File: config.mk
export PLATFORM = sky130hd
export DESIGN_NAME = commit_halt_monitor_flat
export DESIGN_NICKNAME = d
export VERILOG_FILES = /design/src/rtl/tomasulo_pkg.sv /design/src/rtl/commit_halt_monitor_if.sv /design/src/rtl/commit_halt_monitor_halt_decode.sv /design/src/rtl/commit_halt_monitor.sv /design/src/flat_wrapper.sv
export SDC_FILE = /design/constraint.sdc
export NUM_CORES = 1
export LEC_CHECK = 0
export ABC_AREA = 1
export BUFFER_PORTS_ARGS = -buffer_cell sky130_fd_sc_hd__buf_2
export CORE_MARGIN = 5
export CORE_UTILIZATION = 35
export DETAILED_ROUTE_END_ITERATION = 10
export GPL_TIMING_DRIVEN = 0
export PLACE_DENSITY_LB_ADDON = 0.1
export REMOVE_ABC_BUFFERS = 1
export SLEW_MARGIN = 20
export SYNTH_ARGS = -nofsm -noshare
export SYNTH_HDL_FRONTEND = slang
export SYNTH_SLANG_ARGS = --single-unit
File: constraint.sdc
create_clock -name clk -period 4.2 [get_ports clk]
set_input_delay 0.21 -clock clk [delete_from_list [all_inputs] [get_ports clk]]
set_output_delay 0.21 -clock clk [all_outputs]
set_load 0.03 [all_outputs]
File: src/rtl/tomasulo_pkg.sv
// tomasulo_pkg
//   Definitions shared by the commit-stream halt monitor: the two
//   instruction encodings that terminate a test, the index of a0, the
//   monitor state type and the commit signature step function.
//   No ports (package).
package tomasulo_pkg;

  localparam logic [31:0] INSTR_ECALL  = 32'h0000_0073;
  localparam logic [31:0] INSTR_EBREAK = 32'h0010_0073;
  localparam logic [4:0]  REG_A0       = 5'd10;

  typedef enum logic [1:0] {
    ST_RUN   = 2'd0,
    ST_DRAIN = 2'd1,
    ST_DONE  = 2'd2
  } mon_state_e;

  // One step of the commit signature: rotate left by one, then fold in the
  // PC and, when the instruction writes a register, the written value.
  function automatic logic [31:0] sig_next(input logic [31:0] sig,
                                           input logic [31:0] pc,
                                           input logic        rd_we,
                                           input logic [31:0] rd_value);
    return {sig[30:0], sig[31]} ^ pc ^ (rd_we ? rd_value : 32'h0);
  endfunction

endpackage

File: src/rtl/commit_halt_monitor_if.sv
// commit_halt_monitor_if
//   In-order retire stream from the ROB commit port.
//   Signals:
//     commit_valid     one instruction retires this cycle
//     commit_pc        PC of the retiring instruction
//     commit_instr     raw encoding of the retiring instruction
//     commit_rd_we     retiring instruction writes rd
//     commit_rd        destination register index
//     commit_rd_value  value written to rd
//   Modports: master (ROB side, drives), slave (monitor side, observes).
interface commit_halt_monitor_if;

  logic        commit_valid;
  logic [31:0] commit_pc;
  logic [31:0] commit_instr;
  logic        commit_rd_we;
  logic [4:0]  commit_rd;
  logic [31:0] commit_rd_value;

  modport master (
    output commit_valid,
    output commit_pc,
    output commit_instr,
    output commit_rd_we,
    output commit_rd,
    output commit_rd_value
  );

  modport slave (
    input commit_valid,
    input commit_pc,
    input commit_instr,
    input commit_rd_we,
    input commit_rd,
    input commit_rd_value
  );

endinterface

File: src/rtl/commit_halt_monitor_halt_decode.sv
// halt_decode
//   Combinational classification of a retiring instruction word as one of
//   the two test-terminating system instructions.
//   Ports:
//     instr      in   32  raw instruction encoding
//     is_ecall   out  1   encoding is exactly ECALL
//     is_ebreak  out  1   encoding is exactly EBREAK
module halt_decode
  import tomasulo_pkg::*;
(
  input  logic [31:0] instr,
  output logic        is_ecall,
  output logic        is_ebreak
);

  // Whole-word compares: any other SYSTEM encoding (CSR ops, xRET, WFI)
  // must not end the test.
  assign is_ecall  = (instr == INSTR_ECALL);
  assign is_ebreak = (instr == INSTR_EBREAK);

endmodule

File: src/rtl/commit_halt_monitor.sv
// commit_halt_monitor
//   Watches the in-order retire stream. A committed ECALL/EBREAK stops
//   fetch, the monitor waits for the ROB and store queue to drain, then
//   raises a sticky done with pass/fail. A watchdog in RUN and a bound on
//   the drain phase make a hung core still finish with a fail.
//   Optional build macro: COMMIT_SIG_EN enables the commit signature;
//   without it signature is tied to 0 (port list unchanged).
//   Ports:
//     clk            in   1      system clock
//     reset          in   1      asynchronous, active-high reset
//     commit         slave       retire stream (commit_halt_monitor_if)
//     rob_empty      in   1      ROB holds no entries
//     sq_empty       in   1      store queue fully drained to memory
//     halt_fetch     out  1      stop fetching new instructions
//     done           out  1      sticky, test finished
//     pass           out  1      valid with done, exit code 0
//     fail           out  1      valid with done, any failure cause
//     timeout        out  1      failure came from watchdog or drain bound
//     exit_code      out  32     a0 value at the halt commit
//     retired_count  out  CNT_W  instructions committed
//     cycle_count    out  CNT_W  cycles since reset, frozen once done
//     signature      out  32     commit signature (0 when disabled)
module commit_halt_monitor
  import tomasulo_pkg::*;
#(
  parameter int TIMEOUT_CYCLES = 100000,
  parameter int DRAIN_MAX      = 64,
  parameter int CNT_W          = 32
) (
  input  logic                 clk,
  input  logic                 reset,
  commit_halt_monitor_if.slave commit,
  input  logic                 rob_empty,
  input  logic                 sq_empty,
  output logic                 halt_fetch,
  output logic                 done,
  output logic                 pass,
  output logic                 fail,
  output logic                 timeout,
  output logic [31:0]          exit_code,
  output logic [CNT_W-1:0]     retired_count,
  output logic [CNT_W-1:0]     cycle_count,
  output logic [31:0]          signature
);

  localparam bit WDOG_EN = (TIMEOUT_CYCLES != 0);
  localparam logic [CNT_W-1:0] TIMEOUT_LAST = CNT_W'(TIMEOUT_CYCLES - 1);
  localparam int DRAIN_W = (DRAIN_MAX > 1) ? $clog2(DRAIN_MAX) : 1;
  localparam logic [DRAIN_W-1:0] DRAIN_LAST = DRAIN_W'(DRAIN_MAX - 1);

  mon_state_e         state_q;
  mon_state_e         state_d;
  logic [DRAIN_W-1:0] drain_cnt;
  logic [31:0]        a0_shadow;

  logic is_ecall;
  logic is_ebreak;
  logic halt_commit;
  logic a0_write;
  logic go_drain;
  logic go_done;
  logic end_timeout;
  logic end_error;
  logic pass_next;

  halt_decode u_halt_decode (
    .instr     (commit.commit_instr),
    .is_ecall  (is_ecall),
    .is_ebreak (is_ebreak)
  );

  assign halt_commit = commit.commit_valid && (is_ecall || is_ebreak);

  // Only x10 writes matter, so writes to x0 are excluded by construction.
  assign a0_write = commit.commit_valid && commit.commit_rd_we &&
                    (commit.commit_rd == REG_A0);

  // exit_code already holds the latched a0 by the time DONE is entered
  // from DRAIN; a watchdog exit from RUN fails through end_timeout.
  assign pass_next = (exit_code == 32'd0) && !end_timeout && !end_error;

  // State register.
  always_ff @(posedge clk or posedge reset) begin
    if (reset) begin
      state_q <= ST_RUN;
    end else begin
      state_q <= state_d;
    end
  end

  // Next-state logic. A halt commit beats the watchdog in the same cycle;
  // in DRAIN a stray commit beats a clean drain, which beats the bound.
  always_comb begin
    state_d     = state_q;
    go_drain    = 1'b0;
    go_done     = 1'b0;
    end_timeout = 1'b0;
    end_error   = 1'b0;
    case (state_q)
      ST_RUN: begin
        if (halt_commit) begin
          state_d  = ST_DRAIN;
          go_drain = 1'b1;
        end else if (WDOG_EN && (cycle_count == TIMEOUT_LAST)) begin
          state_d     = ST_DONE;
          go_done     = 1'b1;
          end_timeout = 1'b1;
        end
      end
      ST_DRAIN: begin
        if (commit.commit_valid) begin
          state_d   = ST_DONE;
          go_done   = 1'b1;
          end_error = 1'b1;
        end else if (rob_empty && sq_empty) begin
          state_d = ST_DONE;
          go_done = 1'b1;
        end else if (drain_cnt == DRAIN_LAST) begin
          state_d     = ST_DONE;
          go_done     = 1'b1;
          end_timeout = 1'b1;
        end
      end
      ST_DONE: begin
        state_d = ST_DONE;
      end
      default: begin
        state_d = ST_RUN;
      end
    endcase
  end

  // Counters, a0 shadow and the registered status outputs. Everything
  // stops moving once DONE is reached, so the final values stay readable.
  always_ff @(posedge clk or posedge reset) begin
    if (reset) begin
      halt_fetch    <= 1'b0;
      done          <= 1'b0;
      pass          <= 1'b0;
      fail          <= 1'b0;
      timeout       <= 1'b0;
      exit_code     <= 32'd0;
      retired_count <= '0;
      cycle_count   <= '0;
      drain_cnt     <= '0;
      a0_shadow     <= 32'd0;
    end else begin
      if (state_q != ST_DONE) begin
        cycle_count <= cycle_count + 1'b1;
      end
      if (state_q == ST_RUN) begin
        if (commit.commit_valid) begin
          retired_count <= retired_count + 1'b1;
        end
        if (a0_write) begin
          a0_shadow <= commit.commit_rd_value;
        end
      end
      if (state_q == ST_DRAIN) begin
        drain_cnt <= drain_cnt + 1'b1;
      end
      if (go_drain) begin
        exit_code  <= a0_write ? commit.commit_rd_value : a0_shadow;
        halt_fetch <= 1'b1;
        drain_cnt  <= '0;
      end
      if (go_done) begin
        halt_fetch <= 1'b1;
        done       <= 1'b1;
        pass       <= pass_next;
        fail       <= !pass_next;
        timeout    <= end_timeout;
      end
    end
  end

`ifdef COMMIT_SIG_EN
  logic [31:0] sig_q;

  // Signature folds in every instruction retired while running,
  // including the halt instruction itself, and freezes afterwards.
  always_ff @(posedge clk or posedge reset) begin
    if (reset) begin
      sig_q <= 32'd0;
    end else if ((state_q == ST_RUN) && commit.commit_valid) begin
      sig_q <= sig_next(sig_q, commit.commit_pc, commit.commit_rd_we,
                        commit.commit_rd_value);
    end
  end

  assign signature = sig_q;
`else
  logic unused_commit_pc;

  // The PC only feeds the signature, which is not built here.
  assign unused_commit_pc = ^commit.commit_pc;
  assign signature        = 32'd0;
`endif

endmodule

File: src/flat_wrapper.sv
// flat-port wrapper written by rule: the top's interface ports become plain ports
module commit_halt_monitor_flat import tomasulo_pkg::*;
#(
  parameter int TIMEOUT_CYCLES = 100000,
  parameter int DRAIN_MAX      = 64,
  parameter int CNT_W          = 32
)
  (clk, reset, rob_empty, sq_empty, halt_fetch, done, pass, fail, timeout, exit_code, retired_count, cycle_count, signature, commit_commit_valid, commit_commit_pc, commit_commit_instr, commit_commit_rd_we, commit_commit_rd, commit_commit_rd_value);
  commit_halt_monitor_if commit_i ();
  input  logic clk;
  input  logic reset;
  input  logic rob_empty;
  input  logic sq_empty;
  output logic halt_fetch;
  output logic done;
  output logic pass;
  output logic fail;
  output logic timeout;
  output logic [31:0] exit_code;
  output logic [CNT_W-1:0] retired_count;
  output logic [CNT_W-1:0] cycle_count;
  output logic [31:0] signature;
  input wire logic [$bits(commit_i.commit_valid)-1:0] commit_commit_valid;
  input wire logic [$bits(commit_i.commit_pc)-1:0] commit_commit_pc;
  input wire logic [$bits(commit_i.commit_instr)-1:0] commit_commit_instr;
  input wire logic [$bits(commit_i.commit_rd_we)-1:0] commit_commit_rd_we;
  input wire logic [$bits(commit_i.commit_rd)-1:0] commit_commit_rd;
  input wire logic [$bits(commit_i.commit_rd_value)-1:0] commit_commit_rd_value;
  assign commit_i.commit_valid = commit_commit_valid;
  assign commit_i.commit_pc = commit_commit_pc;
  assign commit_i.commit_instr = commit_commit_instr;
  assign commit_i.commit_rd_we = commit_commit_rd_we;
  assign commit_i.commit_rd = commit_commit_rd;
  assign commit_i.commit_rd_value = commit_commit_rd_value;
  commit_halt_monitor #(.TIMEOUT_CYCLES(TIMEOUT_CYCLES), .DRAIN_MAX(DRAIN_MAX), .CNT_W(CNT_W)) u_core (.clk(clk), .reset(reset), .commit(commit_i), .rob_empty(rob_empty), .sq_empty(sq_empty), .halt_fetch(halt_fetch), .done(done), .pass(pass), .fail(fail), .timeout(timeout), .exit_code(exit_code), .retired_count(retired_count), .cycle_count(cycle_count), .signature(signature));
endmodule
==> results.py <==
metrics = {
    "run_status": {
        "status": "completed",
    },
    "pwr": {
        "p_int_mw": 2.36,
        "power_frac_clock_pct": 48.4,
        "p_comb_share_pct": 7.6,
        "leakage_nw": 5.16,
        "peakVddDrop_v": 0.000240,
        "p_sw_share_pct": 26.4,
        "power_frac_seq_pct": 44.0,
        "power_density_nw_per_um2": 348,
        "p_sw_uw": 847,
    },
    "die": {
        "die_h_um": 157,
        "rows": 53,
        "design.portCount": 240,
        "die_area_um2": 24600,
        "start_util_pct": 35.7,
        "core_area_um2": 21100,
        "die_w_um": 157,
    },
    "timing": {
        "setup_slack_ns": 2.06,
        "fmax_mhz": 466,
        "finalSetupViolations": 0,
        "fin_worst_skew_ns": 0.0102,
        "period_needed_ns": 2.14,
        "relSlewSlack_pct": 49.6,
        "rsz0062_at_grt": "false",
        "slew_viol_final": 0,
        "tightestPinTransition_ns": 0.756,
        "min_period_over_period_pct": 51.1,
        "final_hold_viol_count": 0,
    },
    "routing": {
        "vias": 6361,
        "via_per_inst": 4.44,
        "postRouteAntennaNets": 0,
        "firstDrtPassIters": 4,
        "drt_iter0_drc": 232,
        "drcViolationCount": 0,
        "post_drt_wl_per_cell_um": 13.1,
        "drt-total-wl_um": 18700,
    },
    "layout": {
        "drive_gt1_share_pct": 21.5,
        "area_delta_synth_final_pct": 22.1,
        "fin_nets": 1258,
        "fillers": 2188,
        "antennaDiodeCount": 0,
        "fin_util_pct": 43.6,
    },
    "cts": {
        "cts_resized": 0,
        "clk_latency_ns": 0.42,
        "tritoncts": "done",
        "htreeDepth": 4,
        "cts_hold_buf": 1,
        "root_buffer": "clkbuf_16",
        "numCtsBuffers": 17,
        "clkSinkCount": 141,
        "clockBufferDepth": 2,
        "clk_pin_slew_ns": 0.07,
        "cts_setup_buffers": 0,
    },
    "logic_synthesis": {
        "yosysTopAreaCellShare_pct": 46.9,
        "yosys_warnings": 0,
        "synth_area_um2": 7530,
        "synth_seq_area_share_pct": 46.9,
        "synth_area_leaders": "dfrtp_1 47%, nand2_1 14%, inv_1 6.1%",
        "yosys.cell_types.count": 31,
        "syn_area_per_cell_um2": 7.77,
        "synth_commonest_cells": "287 x nand2_1, 141 x dfrtp_1, 122 x inv_1, 98 x nor2_1, 73 x o21ai_0",
        "synth-seq-cells": 141,
        "async_flop_share_pct": 100,
        "yosys.area.top_type": "dfrtp_1",
        "syn-instance-count": 969,
        "synth.most_common_cell": "nand2_1",
        "ys.flop_type": "dfrtp_1",
        "synth_edf_count": 0,
    },
    "global_routing": {
        "gr-total-overflow": 0,
        "grt_pass1_wl_um": 30800,
        "grt_max_degree": 99,
        "antenna_found_initial": 1,
        "grt_pass1_vias": 6160,
        "track_usage_pct": 15.5,
    },
    "worst_setup_path": {
        "critical_path.cell_chain": "inv_1 > ha_1 > inv_2 > nor2_4 > inv_4 > nand2_1 > o21ai_2",
        "ff2ff_setup_slack_ns": 2.06,
        "cp_top_family": "buffers and inverters",
        "cpPeakStageDelay_ns": 0.56,
        "endpoint_kind": "register",
        "worstReg2RegEnd": "u_core.exit_code[12]$_DFFE_PP0N_",
        "cp.required_ns": 4.54,
        "reg2reg_from": "u_core.state_q[0]$_DFFE_PP0P_",
        "worstPathArrival_ns": 2.48,
        "cp-start-kind": "register",
        "crit_type": "register to register",
        "critical_path.max_fanout": 65,
        "crit_buf_inv": 3,
        "cpMaxStageDelayCell": "inv_4",
        "ff2ff_path_depth": 7,
    },
    "placement": {
        "gp_routability_congestion": 0.818,
        "portBuffers": 174,
        "dp_hpwl_um": 13900,
        "place_ws_ns": 2.02,
    },
    "min_path": {
        "hp-class": "primary input to register",
        "whs_path_depth": 3,
        "min-delay-start": "commit_commit_rd_value[5]",
        "holdPathEnd": "u_core.exit_code[5]$_DFFE_PP0N_",
    },
    "run": {
        "drv_cap": 0,
    },
}
-- cells in the final DEF (no fill, tap or decap), types with 16 or more instances in the layout --
cell       count
o21ai_0       73
xor2_1        29
conb_1        32
dfrtp_1      141
xnor2_1       16
nand2_1      287
nor2_1        98
o21ai_2       23
clkbuf_16     17
nand4_1       22
nor3_1        18
inv_1        120
buf_2        174
nand3_1       37
-- flip-flops by register name (all words and copies together) (netlist names), 2 cells and up --
name and flops:
u_core.cycle_count 32, u_core.retired_count 32, u_core.state_q 2, u_core.drain_cnt 6, u_core.a0_shadow 32, u_core.exit_code 32
-- worst max-delay path by stage --
stage	start	to	slack [ns]	cells past startpoint
after floorplan	reset	u_core.a0_shadow[0]$_DFFE_PP0N_	0.21	1
after global placement	reset	u_core.a0_shadow[5]$_DFFE_PP0N_	-1.88	2
after detailed placement	u_core.state_q[0]$_DFFE_PP0P_	u_core.exit_code[24]$_DFFE_PP0N_	2.02	7
after global routing	u_core.state_q[1]$_DFFE_PP0P_	u_core.retired_count[23]$_DFFE_PP0P_	1.76	9
after CTS	u_core.state_q[0]$_DFFE_PP0P_	u_core.exit_code[24]$_DFFE_PP0N_	1.99	7
final	u_core.state_q[0]$_DFFE_PP0P_	u_core.exit_code[12]$_DFFE_PP0N_	2.06	7
-- cells by family after synthesis --
family / synth area share [%]
AND/OR/NAND/NOR: 26.8
adder cells (fa/ha/maj): 1.16
flip-flops: 46.9
XOR/XNOR: 5.23
AO/OA/AOI/OAI: 8.74
buffers and inverters: 11.2
other: 0.0498
-- through the flow --
stage | instances | hold slack (ns) | instance area [µm²] | TNS [ns] | power (mW)
floorplan | 944 | 0.419 | 7270 | 0 | 1.59
detailed placement | 1399 | 0.232 | 8590 | 0 | 1.68
CTS | 1432 | 0.0999 | 9200 | 0 | 3.27
global placement | 1393 | 0.451 | 8480 | -263.67 | 1.68
finish | 1432 | 0.126 | 9200 | 0 | 3.20
global route | 1432 | 0.141 | 9200 | 0 | 3.35
-- area by class of cell --
| class | count | area (µm²) | area share, % |
|---|---|---|---|
| Timing Repair Buffer | 181 | 977 | 10.6 |
| Multi-Input combinational cell | 680 | 3280 | 35.6 |
| Clock inverter | 13 | 154 | 1.67 |
| Clock buffer | 19 | 443 | 4.82 |
| Tap cell | 275 | 344 | 3.74 |
| Sequential cell | 141 | 3530 | 38.4 |
| Inverter | 123 | 472 | 5.13 |
-- power by group through the flow --
stage          Combinational (mW)  Clock (mW)  Sequential [mW]
2_1_floorplan               0.116           0             1.47
3_3_place_gp                0.241           0             1.44
3_5_place_dp                0.248           0             1.44
4_1_cts                     0.249        1.61             1.41
5_1_grt                     0.275        1.66             1.41
6_report                    0.244        1.55             1.41
-- routing by layer --
metal  part of all wire, %  GRT usage (%)  up-vias
met3                   6.2           3.82       17
met2                    44           23.7      150
met1                    49           21.7     2864
met4                   1.2           5.00        2
li1                      -              -     3328
met5                 0.059              0        -
-- worst min-delay path, cell delays in order --
cell	delay (ns)
buf_2	0.07
o21ai_0	0.10
o21ai_1	0.13
No activity file was read; power rests on OpenSTA's default activity.
